$ cat src/rtl/echo_pkg.sv
// Shared defaults and sequencer state encoding for the echo delay line.
package echo_pkg;

  localparam int unsigned DATA_W_DEF = 32;
  localparam int unsigned ADDR_W_DEF = 8;

  typedef enum logic [2:0] {
    IDLE,
    RD,
    RD_WAIT,
    WR,
    OUT
  } state_t;

endpackage

$ cat src/rtl/echo_delay_ctrl.sv
// Circular-buffer sequencer for the echo delay line: one RAM read and one RAM write
// per accepted sample, returning the sample from delay_act samples earlier.
module echo_delay_ctrl
  import echo_pkg::*;
#(
  parameter int unsigned DATA_W    = DATA_W_DEF,
  parameter int unsigned ADDR_W    = ADDR_W_DEF,
  parameter int unsigned DELAY_RST = 0
) (
  input  logic              clk,
  input  logic              reset,
  input  logic              s_valid,
  output logic              s_ready,
  input  logic [DATA_W-1:0] s_data,
  input  logic              cfg_load,
  input  logic [ADDR_W-1:0] delay_cfg,
  output logic              m_valid,
  input  logic              m_ready,
  output logic [DATA_W-1:0] m_data,
  output logic              ram_en,
  output logic              ram_we,
  output logic [ADDR_W-1:0] ram_addr,
  output logic [DATA_W-1:0] ram_wdata,
  input  logic [DATA_W-1:0] ram_rdata,
  output logic              busy
);

  localparam logic [ADDR_W-1:0] DELAY_INIT = ADDR_W'(DELAY_RST);

  state_t            state, state_nx;
  logic [ADDR_W-1:0] wp;
  logic [ADDR_W-1:0] fill;
  logic [ADDR_W-1:0] delay_act;
  logic [ADDR_W-1:0] delay_pend;
  logic              pend;
  logic [DATA_W-1:0] smp;
  logic              idle_ready;

  always_comb begin
    state_nx   = state;
    idle_ready = 1'b0;
    m_valid    = 1'b0;
    ram_en     = 1'b0;
    ram_we     = 1'b0;
    ram_addr   = '0;
    ram_wdata  = '0;
    case (state)
      IDLE: begin
        idle_ready = !pend;
        if (!pend && s_valid) state_nx = (delay_act == '0) ? WR : RD;
      end
      RD: begin
        ram_en   = 1'b1;
        ram_addr = wp - delay_act;
        state_nx = RD_WAIT;
      end
      RD_WAIT: state_nx = WR;
      WR: begin
        ram_en    = 1'b1;
        ram_we    = 1'b1;
        ram_addr  = wp;
        ram_wdata = smp;
        state_nx  = OUT;
      end
      OUT: begin
        m_valid = 1'b1;
        if (m_ready) state_nx = IDLE;
      end
      default: state_nx = IDLE;
    endcase
  end

  // Gated by reset so every output reads 0 while reset is held.
  assign s_ready = idle_ready & ~reset;
  assign busy    = (state != IDLE);

  always_ff @(posedge clk or posedge reset) begin
    if (reset) begin
      state      <= IDLE;
      wp         <= '0;
      fill       <= '0;
      delay_act  <= DELAY_INIT;
      delay_pend <= '0;
      pend       <= 1'b0;
      smp        <= '0;
      m_data     <= '0;
    end else begin
      state <= state_nx;
      if (state == IDLE && pend) begin
        delay_act <= delay_pend;
        pend      <= 1'b0;
      end
      // A load in the same cycle as an apply stays pending for the next boundary.
      if (cfg_load) begin
        delay_pend <= delay_cfg;
        pend       <= 1'b1;
      end
      case (state)
        IDLE:    if (idle_ready && s_valid) smp <= s_data;
        RD_WAIT: m_data <= (fill >= delay_act) ? ram_rdata : '0;
        WR: begin
          wp <= wp + ADDR_W'(1);
          if (fill != '1) fill <= fill + ADDR_W'(1);
          if (delay_act == '0) m_data <= smp;
        end
        default: ;
      endcase
    end
  end

endmodule

$ cat config.mk
export PLATFORM = sky130hd
export DESIGN_NAME = echo_delay_ctrl
export DESIGN_NICKNAME = d
export VERILOG_FILES = /design/src/rtl/echo_pkg.sv /design/src/rtl/echo_delay_ctrl.sv
export SDC_FILE = /design/constraint.sdc
export NUM_CORES = 1
export LEC_CHECK = 0
export BUFFER_PORTS_ARGS = -buffer_cell sky130_fd_sc_hd__buf_2
export CELL_PAD_IN_SITES_DETAIL_PLACEMENT = 1
export CELL_PAD_IN_SITES_GLOBAL_PLACEMENT = 2
export CORE_ASPECT_RATIO = 0.9
export CORE_MARGIN = 2
export CORE_UTILIZATION = 35
export CTS_CLUSTER_SIZE = 30
export DETAILED_ROUTE_END_ITERATION = 6
export PLACE_DENSITY_LB_ADDON = 0.12
export SYNTH_ARGS = -nofsm -noshare
export SYNTH_HDL_FRONTEND = slang
export SYNTH_SLANG_ARGS = --single-unit
$ cat constraint.sdc
create_clock -name clk -period 4.9 [get_ports clk]
set_clock_uncertainty 0.1 [all_clocks]
set_input_delay 0.245 -clock clk [delete_from_list [all_inputs] [get_ports clk]]
set_output_delay 0.245 -clock clk [all_outputs]
set_load 0.02 [all_outputs]
==> impl_metrics.yaml, run 1 <==
place:
  portBuffers: 153
  routabilityCongestion: 0.804
  placed_cells: 858
  dp_hpwl_mm: 11.5
  detailed_place.area_um2: 6510
final_layout:
  multi_input_area_um2: 2870
  layout.area.seq_um2: 2500
  stdcell_count: 876
  final_cell_area_um2: 6900
  synthesis_to_finish_area_growth_pct: 22.1
  layout-drive-gt1-share_pct: 43.0
  utilization_pct: 43.2
  final.fill_count: 1832
  layout_nets: 759
synth:
  yosysSeqAreaShare_pct: 44.3
  synth_enable_flop_cells: 0
  synthesis.nets: 632
  synth_top_area_share_pct: 44.3
  yosys-top-cells-area: "dfrtp_1 44%, mux2_2 8.4%, a211oi_2 6.4%"
  yosysWarningCount: 0
  synth_area_um2: 5650
  synth_largest_area_cell: "dfrtp_1"
  synth_async_sr_flop_share_pct: 100
  synthMostInstantiatedCell: "dfrtp_1"
  synth.cells.most_frequent: "100 x dfrtp_1, 43 x nor2_1, 42 x mux2_2"
  distinct_cells_synth: 43
  synthesis.area_per_instance_um2: 10.5
  syn-instance-count: 536
  ys_seq_elements: 100
  dominantRegCellSynth: "dfrtp_1"
power_and_ir_drop:
  power.share.switching_pct: 46.6
  share_comb_of_total_power_pct: 53.7
  share_clk_of_total_power_pct: 17.3
  power.static_leakage_nw: 3.28
  worst_ir_drop_vdd_uv: 366
  power_density_nw_per_um2: 751
  p_total_mw: 5.18
  sequentialPowerShare_pct: 29.0
  internal-power_mw: 2.76
  p_sw_mw: 2.41
worst_hold_path:
  hold_path_class: "in2reg"
  holdCritStartpoint: "delay_cfg[3]"
routing:
  initialDrtViolationCount: 182
  drt_drc_violations_left: 0
  route.detailed.vias_per_inst: 5.31
  wl_mm: 16.7
  detailedRoute.firstPassIterationCount: 4
  drt-wirelength-per-cell_um: 19.0
  postRouteAntennaNets: 0
  vias: 4654
timing:
  rsz0062_at_grt: "no"
  maxClockFrequency_mhz: 333
  timing.final.crit_period_ns: 3.00
  layout_worst_path_cycle_share_pct: 61.2
  timing.max_slew.rel_slack_pct: 13.8
  setup_tns_final_ns: 0
  max_slew.worst_pin.slew_ns: 1.29
  timing.final.hold_violations: 0
  maxSlewViolCount: 0
  setup_viol: 0
global_routing:
  via_count_of_the_first_global_routing_pass: 4961
  grt_first_pass_wirelength_mm: 26.5
  grt_start_max_net_pins: 66
  number_of_antenna_violations_at_the_first_check_in_global_routing: 1
  grt_remaining_overflow: 0
  globalRouteTotalUtil_pct: 19.8
clock_network:
  cts_tree: "yes"
  htree_levels: 3
  cts.sinks: 100
  cts-buffers-inserted: 9
  cts.path.max_buffers: 2
  cts.reportedPaths.clkPinSlew_ns: 0.07
  clockRootBuffer: "clkbuf_16"
  worst_skew_pair.late_latency_ns: 0.36
  postCtsSetupBuffers: 0
setup_path:
  critical_path_required_ns: 5.08
  worst_ep_arrival_time_ns: 3.18
  timing.critical_path.fanout_max: 33
  start_kind: "flip-flop"
  worstReg2RegStart: "delay_act[1]"
  critical_path_capture_point_type: "flip-flop"
  path_class: "reg2reg"
  worst_setup_path_startpoint: "delay_act[1]"
floorplan:
  fp.dieH_um: 125
  design.die.area_um2: 17200
  chipWidth_um: 138
  initial_utilization_pct: 35.4
  fp.coreArea_um2: 16000
  pin_count: 154
  num_rows: 44
job:
  drv.max_cap_violation_count: 0
run_status:
  status: "finished clean"
==> final cells by class <==
type | count | area share, %
antenna | 1 | 0.0363
clock buffer | 10 | 3.46
clock inverter | 6 | 1.94
inverter | 17 | 0.961
multi-input combinational | 375 | 41.7
sequential | 100 | 36.3
tap | 207 | 3.75
timing repair buffer | 160 | 11.9
==> logic make-up after synthesis <==
group                      count (synthesis)  share of synthesized area (%)
and+or+nand+nor                          162                           17.2
AOI/OAI and AO/OA                        130                           16.9
DFF                                      100                           44.3
buffers and inverters                     61                           5.34
muxes                                     46                           9.08
adders and majority gates                 19                           4.34
xor gates and xnor gates                  18                           2.79
==> critical path, cell delays in order (launching register included) <==
cell and delay (ns):
dfrtp_1 0.38, or4_2 1.17, nor2_2 0.27, o21a_2 0.68
o22ai_1 0.17, nor2_1 0.12
==> power groups by stage <==
stage	Combinational [mW]	Sequential, mW	Clock [mW]
3_5_place_dp	2.81	1.52	0
2_1_floorplan	2.01	1.55	0
4_1_cts	2.82	1.50	0.922
3_3_place_gp	2.73	1.50	0
6_report	2.78	1.50	0.895
5_1_grt	3.05	1.56	0.952
==> cells in the final DEF, fill, tap and decap left out, types with 2 or more instances in the layout <==
| cell type | netlist | layout |
|---|---|---|
| and3_1 | 37 | 36 |
| dfrtp_1 | 100 | 100 |
| buf_2 | 7 | 153 |
| a211oi_1 | 6 | 6 |
| bufinv_16 | 0 | 4 |
| buf_4 | 3 | 6 |
| mux2i_1 | 4 | 4 |
| clkbuf_16 | 0 | 9 |
| xor2_1 | 4 | 4 |
| ha_1 | 18 | 18 |
| a31oi_1 | 2 | 2 |
| nand3_1 | 6 | 6 |
| nand3b_1 | 2 | 2 |
| and2_1 | 2 | 2 |
| nor3_2 | 30 | 30 |
| a21o_1 | 4 | 4 |
| o21ai_1 | 31 | 30 |
| a211oi_2 | 29 | 29 |
| o21ai_0 | 12 | 12 |
| nor2_1 | 43 | 42 |
| nand2b_1 | 2 | 2 |
| nand4_1 | 4 | 4 |
| nand2_1 | 20 | 20 |
| a21oi_1 | 9 | 9 |
| inv_1 | 17 | 16 |
| nor4b_1 | 2 | 2 |
| o22ai_1 | 32 | 32 |
| nor3_1 | 6 | 6 |
| mux2_2 | 42 | 42 |
| xnor2_1 | 14 | 14 |
==> per-stage QoR <==
| step | hold slack [ns] | setup slack (ns) |
|---|---|---|
| floorplan | 0.295 | 1.94 |
| global placement | 0.281 | 2.03 |
| detailed placement | 0.288 | 1.93 |
| CTS | 0.00209 | 1.90 |
| global route | 0.00412 | 1.73 |
| finish | 0.0143 | 1.90 |
==> layer usage <==
metal	GRT usage, %	part of all wire, %	wire length, µm
met4	4.56	1.4	238
met5	0	0	0
met1	25.9	45	7510
met2	33.3	49	8140
met3	4.19	4.6	769
==> registers in the layout (all words and copies together) (netlist names) <==
| name | cells |
|---|---|
| m_data | 32 |
| smp | 32 |
| delay_act | 8 |
| delay_pend | 8 |
| fill | 8 |
| wp | 8 |
| state | 3 |
| pend | 1 |
==> worst paths after layout <==
path / endpoint / slack [ns] / depth (start not counted)
worst max-delay path: m_data[2] / 1.90 / 5
worst max register to register: m_data[2] / 1.90 / 5
worst min-delay path: delay_pend[3] / 0.01 / 2
worst min register to register: delay_act[6] / 0.38 / 2
min in group asynchronous: smp[26] / 0.44 / 3
max in group asynchronous: smp[4] / 3.13 / 4
==> repair_timing <==
item / in CTS / in global routing
hold buffers: 1 / 0
gates resized for setup: 0 / 0
endpoints found under the hold margin: 46 / 0
(Power assumes the default switching activity.)
==> run 2: changes to the inputs <==
- CORE_UTILIZATION: 35 -> 30
- clock period: 4.9 -> 2.5 ns (I/O delays scaled with it)
==> run 2 against run 1 <==
  * Design area rose by 15%
  * Clock power is 49% higher
  * Global-route usage shrank 0.67 points
  * Combinational power grew 130%
  * Largest cell class unchanged
  * Largest power group unchanged
  * Highest routed layer unchanged
==> impl_metrics.yaml, run 2 (synthesized netlist as in run 1, its figures left out) <==
power_and_ir_drop:
  power_density_nw_per_um2: 1320
  power.static_leakage_nw: 3.67
  worst_ir_drop_vdd_uv: 629
place:
  detailed_place.area_um2: 6790
  dp_hpwl_mm: 12.7
  routabilityCongestion: 0.822
  portBuffers: 153
final_layout:
  most_common_library_cell_in_the_layout_ignoring_fill_and_taps: "buf_2"
  synthesis_to_finish_area_growth_pct: 40.9
  final_cell_area_um2: 7960
  num_antenna_cells: 0
  layout-drive-gt1-share_pct: 43.3
  layout_nets: 856
  utilization_pct: 43.2
  final.fill_count: 2064
  biggestRegsByFlops: "m_data: 32 flops, smp: 32 flops"
  most-common-layout-cells: "150 x buf_2, 98 x dfrtp_1, 74 x dlygate4sd3_1, 42 x nor2_1, 42 x mux2_2"
floorplan:
  fp.coreArea_um2: 18400
  pin_count: 154
  design.die.area_um2: 19900
  fp.dieH_um: 134
  initial_utilization_pct: 30.7
  num_rows: 47
  chipWidth_um: 149
timing:
  setup_tns_final_ns: 0
  finalHoldWorstSlack_ns: 0.0168
  timing.final.hold_violations: 0
  max_slew.worst_pin.slew_ns: 0.609
  maxSlewViolCount: 0
  timing.max_slew.rel_slack_pct: 59.3
  layout_worst_path_cycle_share_pct: 98.3
  maxClockFrequency_mhz: 407
  timing.final.crit_period_ns: 2.46
  setup_viol: 0
  rsz0062_at_grt: "yes"
global_routing:
  number_of_antenna_violations_at_the_first_check_in_global_routing: 0
  globalRouteTotalUtil_pct: 19.1
  via_count_of_the_first_global_routing_pass: 5449
  grt_first_pass_wirelength_mm: 29.9
  grt_start_max_net_pins: 101
  grt_remaining_overflow: 0
clock_network:
  clockRootBuffer: "clkbuf_16"
  worst_skew_pair.late_latency_ns: 0.35
  cts_tree: "yes"
  cts-buffers-inserted: 9
  htree_levels: 3
  cts.reportedPaths.clkPinSlew_ns: 0.07
  cts.path.max_buffers: 2
  cts.sinks: 100
run_status:
  status: "finished clean"
routing:
  vias: 4953
  initialDrtViolationCount: 171
  drt_drc_violations_left: 0
  postRouteAntennaNets: 0
  route.detailed.vias_per_inst: 4.91
  drt-wirelength-per-cell_um: 18.3
  wl_mm: 18.4
  detailedRoute.firstPassIterationCount: 4
setup_path:
  timing.critical_path.fanout_max: 2
  start_kind: "flip-flop"
  path_class: "reg2out"
  critical_path_capture_point_type: "output pin"
  critical_path_required_ns: 2.28
  worst_ep_arrival_time_ns: 2.23
worst_hold_path:
  hold_path_class: "in2reg"
job:
  drv.max_cap_violation_count: 0
run 2: changes by cell type in the layout (fill, tap and decap cells not counted), sizes merged:
cell         delta
bufinv          -4
dlygate4sd3    +73
diode           -1
buf            +24
clkinvlp        +1
inv             -2
clkbuf          +3
run 2: metrics by stage:
stage	cells	setup WS, ns	total power [mW]
6_report	1008	0.0424	10.5
5_1_grt	1008	-0.102	11.4
4_1_cts	1007	0.00202	10.6
3_5_place_dp	917	0.161	8.88
3_3_place_gp	917	0.199	8.75
2_1_floorplan	536	0.351	6.98
run 2: worst max-delay path: stages, from the launching register on:
cell     delay [ns]
dfrtp_1        0.39
inv_2          0.08
ha_4           0.13
inv_2          0.04
fa_2           0.40
a21o_1         0.22
a21oi_4        0.16
xnor2_1        0.13
mux2i_1        0.09
nor2_1         0.10
buf_4          0.16
run 2: repair_timing:
item / CTS / global route
setup endpoints to repair: 3 / 3
hold buffers: 74 / 0
endpoints found under the hold margin: 173 / 0
pin swaps: 0 / 7
gates resized for setup: 19 / 14
buffers inserted: 2 / 1
run 2: where the power goes:
group	switching, mW	total [mW]	internal (mW)	leakage (nW)
Combinational	3.76	6.32	2.56	2.30
Sequential	0.559	2.88	2.32	1.24
Clock	0.611	1.33	0.723	0.132
Total	4.93	10.5	5.61	3.67
run 2: layout make-up:
cell class / count / area (µm²) / area share, %
multi-input combinational: 375 / 2990 / 37.6
sequential: 100 / 2500 / 31.5
timing repair buffer: 257 / 1820 / 22.8
tap: 245 / 307 / 3.85
clock buffer: 13 / 260 / 3.27
inverter: 17 / 67.6 / 0.849
clock inverter: 1 / 8.76 / 0.110
run 2: final timing paths:
check / start / endpoint / slack, ns / depth (start not counted)
setup / recovery: wp[0] / ram_addr[4] / 0.04 / 10
hold / removal: cfg_load / pend / 0.02 / 2
setup reg to reg: delay_act[7] / m_data[2] / 0.19 / 8
hold reg to reg: delay_pend[7] / delay_act[7] / 0.39 / 2
max in group asynchronous: reset / wp[4] / 1.46 / 4
min in group asynchronous: reset / smp[25] / 0.37 / 4
run 2: layer usage:
layer,GRT usage (%),part of all wire (%),vias up,routed length [µm]
li1,-,-,2392,-
met1,24.8,45,2447,8310
met2,32.9,50,96,9170
met3,3.71,3.5,18,651
met4,4.76,1.6,0,286
met5,0,0,-,0
